`src/rtl/frame_buf_pkg.sv`:
```
// Shared encodings for the frame-buffer arbiter: enable polarities, FSM states
// and the grant identifiers used for round-robin bookkeeping.
package frame_buf_pkg;

  localparam logic ASSERT_L   = 1'b0;
  localparam logic DEASSERT_L = 1'b1;
  localparam logic ASSERT_H   = 1'b1;
  localparam logic DEASSERT_H = 1'b0;

  typedef enum logic [1:0] {
    ST_IDLE      = 2'd0,
    ST_WRITE     = 2'd1,
    ST_READ      = 2'd2,
    ST_READ_WAIT = 2'd3
  } state_t;

  typedef enum logic {
    GNT_WR = 1'b0,
    GNT_RD = 1'b1
  } grant_t;

endpackage

```
`src/rtl/frame_addr_ctr.sv`:
```
// Sequential frame address counter: 0..FRAME_PIXELS-1, wraps to 0 and
// emits a registered one-cycle wrap pulse on the increment that wraps.
module frame_addr_ctr
  import frame_buf_pkg::*;
#(
  parameter int ADDR_WIDTH   = 29,
  parameter int FRAME_PIXELS = 307200
) (
  input  logic                  i_clk,
  input  logic                  i_reset,
  input  logic                  i_inc,
  output logic [ADDR_WIDTH-1:0] o_addr,
  output logic                  o_wrap
);

  localparam logic [ADDR_WIDTH-1:0] LAST_ADDR = ADDR_WIDTH'(FRAME_PIXELS - 1);

  logic [ADDR_WIDTH-1:0] r_addr;
  logic                  r_wrap;
  logic                  w_at_last;

  assign w_at_last = (r_addr == LAST_ADDR);

  always_ff @(posedge i_clk or posedge i_reset) begin
    if (i_reset) begin
      r_addr <= '0;
      r_wrap <= DEASSERT_H;
    end else begin
      r_wrap <= (i_inc && w_at_last) ? ASSERT_H : DEASSERT_H;
      if (i_inc) begin
        r_addr <= w_at_last ? '0 : r_addr + ADDR_WIDTH'(1);
      end
    end
  end

  assign o_addr = r_addr;
  assign o_wrap = r_wrap;

endmodule

```
`src/rtl/frame_buf_arb.sv`:
```
// Single-port frame-buffer arbiter: round-robins a pixel write stream and a
// pixel read stream onto one memory, one command in flight, registered outputs.
module frame_buf_arb
  import frame_buf_pkg::*;
#(
  parameter int DATA_WIDTH   = 32,
  parameter int ADDR_WIDTH   = 29,
  parameter int FRAME_PIXELS = 307200,
  parameter int RD_LAT       = 2
) (
  input  logic                  i_clk,
  input  logic                  i_reset,
  input  logic                  i_wr_valid,
  input  logic [DATA_WIDTH-1:0] i_wr_data,
  output logic                  o_wr_ready,
  input  logic                  i_rd_req,
  output logic [DATA_WIDTH-1:0] o_rd_data,
  output logic                  o_rd_valid,
  output logic                  o_wr_frame_done,
  output logic                  o_rd_frame_done,
  output logic                  o_mem_wr_en,
  output logic                  o_mem_rd_en,
  output logic [ADDR_WIDTH-1:0] o_mem_wr_addr,
  output logic [ADDR_WIDTH-1:0] o_mem_rd_addr,
  output logic [DATA_WIDTH-1:0] o_mem_wr_data,
  input  logic [DATA_WIDTH-1:0] i_mem_rd_data
);

  localparam int                LAT_W    = (RD_LAT > 1) ? $clog2(RD_LAT) : 1;
  localparam logic [LAT_W-1:0]  LAT_INIT = LAT_W'(RD_LAT - 1);

  state_t                r_state, w_state_nxt;
  grant_t                r_last_grant, w_grant_nxt;
  logic [LAT_W-1:0]      r_lat_cnt, w_lat_nxt;
  logic                  w_wr_inc, w_rd_inc;
  logic [ADDR_WIDTH-1:0] w_wr_ptr, w_rd_ptr;

  logic                  r_mem_wr_en, r_mem_rd_en;
  logic [ADDR_WIDTH-1:0] r_mem_wr_addr, r_mem_rd_addr;
  logic [DATA_WIDTH-1:0] r_mem_wr_data, r_rd_data;
  logic                  r_wr_ready, r_rd_valid;

  frame_addr_ctr #(.ADDR_WIDTH(ADDR_WIDTH), .FRAME_PIXELS(FRAME_PIXELS)) u_wr_ptr (
    .i_clk (i_clk), .i_reset (i_reset), .i_inc (w_wr_inc),
    .o_addr(w_wr_ptr), .o_wrap (o_wr_frame_done)
  );

  frame_addr_ctr #(.ADDR_WIDTH(ADDR_WIDTH), .FRAME_PIXELS(FRAME_PIXELS)) u_rd_ptr (
    .i_clk (i_clk), .i_reset (i_reset), .i_inc (w_rd_inc),
    .o_addr(w_rd_ptr), .o_wrap (o_rd_frame_done)
  );

  always_comb begin
    w_state_nxt = r_state;
    w_grant_nxt = r_last_grant;
    w_lat_nxt   = r_lat_cnt;
    w_wr_inc    = 1'b0;
    w_rd_inc    = 1'b0;
    case (r_state)
      ST_IDLE: begin
        // Contention goes to whichever side did not win last time.
        if (i_wr_valid && i_rd_req) begin
          w_state_nxt = (r_last_grant == GNT_RD) ? ST_WRITE : ST_READ;
          w_grant_nxt = (r_last_grant == GNT_RD) ? GNT_WR : GNT_RD;
        end else if (i_wr_valid) begin
          w_state_nxt = ST_WRITE;
          w_grant_nxt = GNT_WR;
        end else if (i_rd_req) begin
          w_state_nxt = ST_READ;
          w_grant_nxt = GNT_RD;
        end
      end
      ST_WRITE: begin
        w_state_nxt = ST_IDLE;
        w_wr_inc    = 1'b1;
      end
      ST_READ: begin
        w_state_nxt = ST_READ_WAIT;
        w_lat_nxt   = LAT_INIT;
      end
      default: begin
        if (r_lat_cnt == '0) begin
          w_state_nxt = ST_IDLE;
          w_rd_inc    = 1'b1;
        end else begin
          w_lat_nxt = r_lat_cnt - LAT_W'(1);
        end
      end
    endcase
  end

  always_ff @(posedge i_clk or posedge i_reset) begin
    if (i_reset) begin
      r_state       <= ST_IDLE;
      r_last_grant  <= GNT_RD;
      r_lat_cnt     <= '0;
      r_mem_wr_en   <= DEASSERT_L;
      r_mem_rd_en   <= DEASSERT_L;
      r_mem_wr_addr <= '0;
      r_mem_rd_addr <= '0;
      r_mem_wr_data <= '0;
      r_rd_data     <= '0;
      r_wr_ready    <= DEASSERT_H;
      r_rd_valid    <= DEASSERT_H;
    end else begin
      r_state      <= w_state_nxt;
      r_last_grant <= w_grant_nxt;
      r_lat_cnt    <= w_lat_nxt;
      r_mem_wr_en  <= (w_state_nxt == ST_WRITE) ? ASSERT_L : DEASSERT_L;
      r_mem_rd_en  <= (w_state_nxt == ST_READ)  ? ASSERT_L : DEASSERT_L;
      r_wr_ready   <= (w_state_nxt == ST_WRITE) ? ASSERT_H : DEASSERT_H;
      r_rd_valid   <= w_rd_inc ? ASSERT_H : DEASSERT_H;
      if (r_state == ST_IDLE && w_state_nxt == ST_WRITE) begin
        r_mem_wr_data <= i_wr_data;
        r_mem_wr_addr <= w_wr_ptr;
      end
      if (r_state == ST_IDLE && w_state_nxt == ST_READ) begin
        r_mem_rd_addr <= w_rd_ptr;
      end
      if (w_rd_inc) begin
        r_rd_data <= i_mem_rd_data;
      end
    end
  end

  assign o_mem_wr_en   = r_mem_wr_en;
  assign o_mem_rd_en   = r_mem_rd_en;
  assign o_mem_wr_addr = r_mem_wr_addr;
  assign o_mem_rd_addr = r_mem_rd_addr;
  assign o_mem_wr_data = r_mem_wr_data;
  assign o_rd_data     = r_rd_data;
  assign o_wr_ready    = r_wr_ready;
  assign o_rd_valid    = r_rd_valid;

endmodule
```
`config.mk`:
```
export PLATFORM = sky130hd
export DESIGN_NAME = frame_buf_arb
export DESIGN_NICKNAME = d
export VERILOG_FILES = /design/src/rtl/frame_buf_pkg.sv /design/src/rtl/frame_addr_ctr.sv /design/src/rtl/frame_buf_arb.sv
export SDC_FILE = /design/constraint.sdc
export NUM_CORES = 1
export LEC_CHECK = 0
export CORE_AREA = 5 5 98 169
export CTS_CLUSTER_DIAMETER = 80
export CTS_CLUSTER_SIZE = 8
export DETAILED_ROUTE_END_ITERATION = 10
export DIE_AREA = 0 0 103 174
export PLACE_DENSITY_LB_ADDON = 0.3
export SLEW_MARGIN = 20
export SYNTH_ARGS = -nofsm -noshare
export SYNTH_HDL_FRONTEND = slang
export SYNTH_SLANG_ARGS = --single-unit
```
`constraint.sdc`:
```
create_clock -name i_clk -period 15.3 [get_ports i_clk]
set_input_delay 3.825 -clock i_clk [delete_from_list [all_inputs] [get_ports i_clk]]
set_output_delay 3.825 -clock i_clk [all_outputs]
set_load 0.1 [all_outputs]
```
Word-level counts from Yosys, hierarchy flattened
Index checks and enable logic that the tools add are counted.
{"block": "op_classes", "add_sub_neg": 3, "n_eq_ne": 6, "n_mux": 23, "reduce_logical": 10}
{"op": "$add 29x1->29 const B", "n": 2}
{"op": "$eq 29x19->1 const B", "n": 2}
{"op": "$mux 29", "n": 2}
{"op": "$mux 1", "n": 14}
{"op": "$mux 2", "n": 5}
{"op": "$pmux 2 s3", "n": 1}
{"op": "$logic_and 1x1->1", "n": 5}
{"op": "$eq 2x1->1 const B", "n": 2}
{"op": "$eq 2x2->1 const B", "n": 2}
{"op": "$reduce_bool 3->1", "n": 1}
{"op": "$reduce_or 3->1", "n": 1}
{"op": "$logic_not 2->1", "n": 1}
{"op": "$pmux 1 s2", "n": 1}
{"op": "$reduce_and 2->1", "n": 1}
{"op": "$reduce_or 2->1", "n": 1}
{"op": "$sub 1x1->1 const B", "n": 1}
{"block": "word_totals", "regBits": 190, "input_bits": 68, "wordCells": 57}

Logic depth before layout (Yosys ltp)
{"block": "depth", "word_depth": 6, "ltp_mapped": 7, "depth_no_buf": 5}

Cells and area by module
From an unflattened synthesis, not the netlist that was laid out.
{"block": "hier_totals", "cells_unflattened": 569, "area_unflattened_um2": 7780.0}
{"mod": "frame_buf_arb", "instances": 1, "cells_per_inst": 283, "area_each_um2": 4849.7, "seq_area_each_um2": 3256.9}
{"mod": "frame_addr_ctr", "instances": 2, "cells_per_inst": 143, "area_each_um2": 1465.2, "seq_area_each_um2": 750.7}

Least setup slack after synthesis
Ideal clock, no wire load.
{"block": "synth_timing", "kind": "input to register", "from": "in i_rd_req", "to": "reg r_mem_wr_data[0], in the netlist o_mem_wr_data[0]", "setup_time_ps": 126, "arrival_ps": 4924, "t_required_ps": 15174, "path_slack_ps": 10251, "stages": 5, "n_path_buf": 2, "cell_sequence": "nand2b_1 nand3_1 clkbuf_1 buf_2 mux2_2"}
{"block": "synth_between", "elab_chain_cells": 6, "word_cells_on_any_way": 7}
{"item": "start, declared", "line": "frame_buf_arb.sv:16", "source": "input logic i_rd_req,"}
{"item": "$mux 2", "line": "frame_buf_arb.sv:68", "source": "end else if (i_rd_req) begin"}
{"item": "$mux 2", "line": "frame_buf_arb.sv:65", "source": "end else if (i_wr_valid) begin"}
{"item": "$mux 2 (*)", "line": "frame_buf_arb.sv:62", "source": "if (i_wr_valid && i_rd_req) begin"}
{"item": "$pmux 2 s3 (*)", "line": "frame_buf_arb.sv:59", "source": "case (r_state)"}
{"item": "$eq 2x1->1 (*)", "line": "frame_buf_arb.sv:113", "source": "if (r_state == ST_IDLE && w_state_nxt == ST_WRITE) begin"}
{"item": "$logic_and 1x1->1 (*)", "line": "frame_buf_arb.sv:113"}
{"item": "end signal, assigned", "line": "frame_buf_arb.sv:114", "source": "r_mem_wr_data <= i_wr_data;"}
{"item": "end, declared", "line": "frame_buf_arb.sv:40", "source": "logic [DATA_WIDTH-1:0] r_mem_wr_data, r_rd_data;"}
Mark *: on every way between the ends. The rest lies on a longest branch, timed or not.
A chain may end at the register's enable or synchronous reset.

Worst setup path after layout
{"block": "layout_timing", "from": "reg r_mem_rd_en, in the netlist o_mem_rd_en", "to": "out o_mem_rd_en"}
{"item": "start, declared", "line": "frame_buf_arb.sv:38", "source": "logic r_mem_wr_en, r_mem_rd_en;"}
{"item": "start signal, assigned", "line": "frame_buf_arb.sv:110", "source": "r_mem_rd_en <= (w_state_nxt == ST_READ) ? ASSERT_L : DEASSERT_L;"}
{"item": "end, declared", "line": "frame_buf_arb.sv:22", "source": "output logic o_mem_rd_en,"}
No word-level cell between the ends.

==> results.py <==
metrics = {
    "detailed_routing": {
        "antenna_left": 0,
        "drc": 0,
        "num_vias": 5737,
        "firstDrtPassIters": 4,
        "viasPerCell": 5.49,
        "drt_iter0_drc": 158,
        "drt_wl_total_um": 18500,
        "routedWlPerCell_um": 17.7,
    },
    "logic_synthesis": {
        "synth_warnings": 0,
        "yosysTopAreaCell": "dfrtp_1",
        "ys_ff_latch": 190,
        "synthesis.nets": 722,
        "synth.cell_area_um2": 7800,
        "synth_edf_count": 0,
        "yosysMostFrequentCell": "dfrtp_1",
        "synth_cells": 652,
        "ys.flop_type": "dfrtp_1",
        "yosysSeqAreaShare_pct": 61.0,
        "synth_top_area_share_pct": 60.0,
        "avgSynthCellArea_um2": 12.0,
        "synth.distinct_cells": 49,
        "synth-async-reset-ratio_pct": 100,
        "synthTopCellsByCount": "187 x dfrtp_1, 125 x nand2_1, 82 x mux2_2",
        "synthTopCellsByArea": "dfrtp_1 60%, mux2_2 12%, nand2_1 6.0%",
    },
    "clock_network": {
        "cts_max_path_buffers": 2,
        "htree_num_levels": 4,
        "cts_tree": "yes",
        "cts_buffers": 17,
        "root_buffer": "clkbuf_16",
        "clock_latency_ns": 0.42,
        "post-cts-setup-buffers": 0,
        "post_cts_resized": 0,
        "hold_buffers": 0,
        "clock_sinks": 190,
        "path_clk_slew_ns": 0.08,
    },
    "worst_setup_path": {
        "cp_slowest_cell": "clkdlybuf4s50_1",
        "cpPeakStageDelay_ns": 1.15,
        "cpLargestDelayFamily": "buffers and inverters",
        "worstPathRequired_ns": 11.48,
        "cp.arrival_ns": 2.09,
        "crit_path_max_fanout": 1,
        "endpoint_kind": "output port",
        "worstSetupPathType": "reg -> out",
        "worst_setup_path_start_kind": "flip-flop",
        "critPathBufInv": 1,
        "cp_cell_sequence": "clkdlybuf4s50_1",
    },
    "place": {
        "dp_cells": 1013,
        "place_congestion": 0.882,
        "hpwl_um": 13300,
        "post_dp_cell_area_um2": 9930,
        "io_buffers": 195,
    },
    "power": {
        "p_leak_nw": 4.71,
        "ir_drop_mv": 0.191,
        "pwr-share-seq_pct": 30.3,
        "p_comb_share_pct": 51.5,
        "cellPowerDensity_nw_per_um2": 221,
        "p_int_mw": 1.12,
        "netSwitchingPower_mw": 1.19,
        "p_sw_share_pct": 51.6,
        "power_frac_clock_pct": 18.2,
    },
    "grt": {
        "grt_pass1_vias": 6166,
        "grt_max_degree": 135,
        "grt_usage_pct": 21.1,
        "overflow": 0,
        "antenna_found_initial": 0,
        "grt_pass1_wl_um": 30100,
    },
    "timing": {
        "rsz0062_at_grt": "no",
        "period_share_pct": 38.7,
        "clock.fmax_mhz": 169,
        "period_minus_slack_ns": 5.92,
        "hold_viol": 0,
        "setup_tns_ns": 0,
        "worst_pin_slew_ns": 1.03,
        "finalMaxSlewViolations": 0,
        "max-slew-margin-rel_pct": 30.8,
        "skew_ns": 0.0111,
        "setup_violations": 0,
    },
    "min_path": {
        "min_path_type": "reg -> reg",
    },
    "cells_and_area": {
        "areaGrowthSynthToFinish_pct": 34.4,
        "fin_area_um2": 10500,
        "layout.cells.non_filler": 1045,
        "fillers": 1099,
        "multi_input_area_um2": 2900,
        "drive_above_1_share_pct": 16.1,
        "ff_latch_area_um2": 4760,
        "diodes": 0,
        "nNetsFinal": 916,
        "final_util_pct": 69.2,
    },
    "floorplanning": {
        "rows": 60,
        "core_um2": 15200,
        "die_h_um": 174,
        "initial_core_util_pct": 51.4,
        "die_w_um": 103,
        "fp.dieArea_um2": 17900,
        "top_level_ports": 196,
    },
    "status": {
        "status": "finished, final reports clean",
    },
    "flow_run": {
        "drv_cap": 0,
    },
}
## routing by layer
layer,up-vias,part of all wire (%),track usage [%]
met3,38,5.2,4.70
met2,170,56,38.5
li1,2646,-,-
met1,2883,36,23.1
met4,0,2.3,7.73
met5,-,0,0
## state kept, by name, indices dropped and copies added (netlist names)
| signal | count |
|---|---|
| o_mem_rd_en | 1 |
| o_mem_rd_addr | 29 |
| o_mem_wr_addr | 29 |
| r_lat_cnt | 1 |
| o_rd_data | 32 |
| o_mem_wr_data | 32 |
| o_wr_ready | 1 |
| r_state | 2 |
| r_last_grant | 1 |
| u_wr_ptr.o_addr | 29 |
| o_mem_wr_en | 1 |
| u_rd_ptr.o_addr | 29 |
| u_rd_ptr.o_wrap | 1 |
| o_rd_valid | 1 |
| u_wr_ptr.o_wrap | 1 |
## cell usage in the layout (no fill, tap or decap), types with 3 or more instances in the layout
cell type / n
nor4b_1: 3
and3_1: 8
clkdlybuf4s50_1: 195
mux2_2: 82
nor2_1: 20
dfstp_2: 3
inv_1: 11
a21oi_1: 11
nand3_2: 3
xnor2_1: 38
nand2b_1: 3
inv_6: 4
clkinv_4: 4
nand3_1: 25
nor4_2: 3
o21ai_0: 17
nor3_1: 7
or4_1: 3
or3_1: 6
nand2_1: 125
buf_4: 4
clkbuf_16: 17
a31oi_1: 3
nor4_1: 9
and4_1: 7
inv_8: 4
nand4_1: 19
xor2_1: 5
dfrtp_1: 187
## per-stage QoR
stage / hold WS [ns] / setup slack, ns / power, mW
2_1_floorplan: 0.452 / 6.31 / 1.62
3_3_place_gp: 0.461 / 9.48 / 1.89
3_5_place_dp: 0.462 / 9.40 / 1.91
4_1_cts: 0.482 / 9.37 / 2.33
5_1_grt: 0.498 / 9.35 / 2.40
6_report: 0.476 / 9.38 / 2.31
## tightest hold or removal path, stage by stage, from the launching register on
cell and delay, ns:
dfrtp_1 0.35, nand2_1 0.05, nand2_1 0.05
## path summary, 6_finish.rpt
check | start | end | slack, ns | cells past startpoint
max | o_mem_rd_en | o_mem_rd_en | 9.38 | 1
min in group asynchronous | i_reset | o_rd_data[11] | 3.98 | 2
min reg2reg | o_rd_data[10] | o_rd_data[10] | 0.48 | 2
max reg2reg | r_state[0] | u_rd_ptr.o_addr[5] | 12.60 | 6
min | o_rd_data[10] | o_rd_data[10] | 0.48 | 2
max in group asynchronous | i_reset | o_mem_rd_addr[18] | 10.06 | 3
## cell type report
class / count / share of cell area (%)
Tap cell: 186 / 2.22
Clock buffer: 18 / 4.19
Multi-Input combinational cell: 425 / 27.6
Timing Repair Buffer: 199 / 18.9
Sequential cell: 190 / 45.4
Clock inverter: 14 / 1.16
Inverter: 13 / 0.537
## kinds of logic (layout without fill, tap and decap cells)
logic type / Yosys count / after routing / share of synthesized area (%)
buf+inv: 37 / 244 / 1.92
simple gates: 256 / 256 / 17.0
xor+xnor: 43 / 43 / 4.83
compound gates: 40 / 40 / 2.89
fa+ha+maj: 2 / 2 / 0.321
flops: 190 / 190 / 61.0
mux: 84 / 84 / 12.1
## power by group through the flow
stage	Combinational, mW	Clock (mW)	Sequential (mW)
CTS	1.20	0.430	0.702
floorplan	0.203	0	1.41
global placement	1.18	0	0.704
detailed placement	1.20	0	0.709
global route	1.23	0.450	0.716
finish	1.19	0.420	0.701
Note: power is estimated with default switching activity, not from simulation.
==> patch: new RTL, same settings <==
The 4 states of `state_t` get a one-hot encoding in 4 bits.
--- a/src/rtl/frame_buf_pkg.sv
+++ b/src/rtl/frame_buf_pkg.sv
@@ -7,11 +7,11 @@
   localparam logic ASSERT_H   = 1'b1;
   localparam logic DEASSERT_H = 1'b0;
 
-  typedef enum logic [1:0] {
-    ST_IDLE      = 2'd0,
-    ST_WRITE     = 2'd1,
-    ST_READ      = 2'd2,
-    ST_READ_WAIT = 2'd3
+  typedef enum logic [3:0] {
+    ST_IDLE      = 4'b0001,
+    ST_WRITE     = 4'b0010,
+    ST_READ      = 4'b0100,
+    ST_READ_WAIT = 4'b1000
   } state_t;
 
   typedef enum logic {
Function: same outputs for any inputs over 10 cycles, from zero or initial values and one cycle with i_reset high; not proved beyond that.
==> patch against the unedited design <==
Final cell count up 2.3%. Maximum frequency up 0.32%. Sequential share of layout area down 0.35 points. Register-to-register slack better by 0.24 ns. Power up 6.8%. Synthesized area up 3.2%. Core utilization up 1.3 points. Count of clock-buffer cells in the layout up 1. Largest cell class unchanged. Critical endpoint is now o_mem_wr_en. Clock power about the same. Worst setup slack better by 0.019 ns. Die area unchanged. Wire length up 6.2%. Design area up 1.9%. Sequential cell count up 2.
==> patch: results (changes against the unedited design) <==
first-pass GRT wire length 31.24 mm (+3.6%); Tot GR Track Use 22.31% (+1.2 points); P_sw 1275 µW (+6.7%); syn_nets 755 (+4.6%); Pleak 0.004817 µW (+2.3%); crit path from o_mem_wr_en; number of synthesis warnings 0 (unchanged); Non-Filler Instances 1069 (+2.3%); Tightest Hold Check Type reg2reg; Bufs on Longest Clock Path 2 (unchanged); Clock transition at path regs 0.08 ns (about the same); largest net degree at the start of global routing 108 (-20%); GPL Wtd Cong 0.8406 (-4.7%); layout cell share with drive strength beyond 1 16.42% (+0.36 points); Top FF cell, synth dfrtp_1; HP Start o_mem_wr_data[3]; reg-to-reg setup timing slack 12.84 ns (+0.24 ns); final-layout fill cell count 1080 (-1.7%); vias per std cell 5.515 (+0.46%); Crit path max-delay family buffers and inverters; TritonRoute pass-1 iters 4 (unchanged); cts repair resizes 0 (unchanged); DP Worst Slack 9.121 ns (-0.2834 ns); fmax 0.1696 GHz (+0.32%); Final nets 941 (+2.7%); root buffer selected by CTS clkbuf_16; Ant. Diodes 0 (unchanged); CTS buffer count 17 (unchanged); vias in the first global route 6164 (-0.032%); total routed wirelength 19.62 mm (+6.2%); Worst path slowest cell clkdlybuf4s50_1; Yosys cell types 52 (+6.1%); CTS H-tree depth 4 (unchanged); CP Max Fanout 1 (unchanged); Seq/Total Area, Yosys 59.74% (-1.3 points); Cells after Synth 685 (+5.1%); delay of the slowest critical-path stage 1.13 ns (-0.02 ns); post-CTS setup buffer count 0 (unchanged); VDD IR max 0.2229 mV (+17%); Worst R2R Start r_state[0]; DP Cell Count 1038 (+2.5%); Buffers on Ports 195 (unchanged); initial antenna violation count 0 (unchanged); Worst-Margin Slew 1.069 ns (+0.03509 ns); FFs w/ async S/R, synth 100.0% (unchanged); Initial DRC Count 172 (+8.9%); top cells by count, synth dfrtp_1, nand2_1, mux2_2, nor2_1, xnor2_1; dominant cells by area after synthesis dfrtp_1, mux2_2, nand2_1; Worst Path Arrival 2.07 ns (-0.02 ns); Worst Clk Skew 0.01343 ns (+0.002304 ns); Post-DP HPWL 14.29 mm (+7.0%); Clk Latency, worst-skew pair 0.42 ns (about the same); run status finished clean
## patch: cell type report
| type | instances | area (µm²) | area share, % |
|---|---|---|---|
| clock buffer | 19 | 442.9 | 4.146 |
| multi-input combinational | 448 | 3045 | 28.51 |
| tap | 186 | 232.7 | 2.179 |
| inverter | 13 | 53.80 | 0.5036 |
| sequential | 192 | 4810 | 45.02 |
| timing repair buffer | 199 | 1986 | 18.59 |
| clock inverter | 12 | 112.6 | 1.054 |
## patch: through the flow
stage	hold WS, ns	instance area [µm²]
after global routing	0.4984	10680
final	0.4756	10680
after floorplan	0.4597	8051
after global placement	0.4597	10120
after CTS	0.4808	10680
after detailed placement	0.4619	10120
## patch: final timing paths
kind	to	cells after the start
worst max-delay path	o_mem_wr_en	1
worst min-delay path	o_mem_wr_data[3]	2
worst max register to register	o_mem_wr_data[24]	6
worst min register to register	o_mem_wr_data[3]	2
max in group asynchronous	r_state[3]	3
min in group asynchronous	o_rd_data[13]	2
## patch: routing by layer
| layer | GRT usage [%] | vias to the layer above | part of all wire [%] | wire length, µm |
|---|---|---|---|---|
| met3 | 5.261 | 33 | 4.5 | 880 |
| met5 | 0 | - | 0 | 0 |
| met4 | 8.968 | 0 | 3.0 | 598 |
| met1 | 23.32 | 2989 | 35 | 6834 |
| met2 | 41.32 | 162 | 58 | 11310 |
| li1 | - | 2712 | - | - |
## patch: cell families (layout without fill, tap and decap cells)
logic type / count (synthesis) / after routing / share of synthesized area (%)
buf+inv: 45 / 243 / 2.502
flops: 192 / 192 / 59.74
xor+xnor: 41 / 41 / 4.460
simple gates: 268 / 268 / 16.86
fa+ha+maj: 2 / 2 / 0.3108
mux: 91 / 91 / 12.70
compound gates: 46 / 46 / 3.434
## patch: power by group through the flow
stage	sequential (µW)	clock (µW)	combinational (µW)
finish	723	421	1330
global route	739	452	1380
CTS	724	431	1340
detailed placement	730	0	1340
global placement	723	0	1310
floorplan	1420	0	327
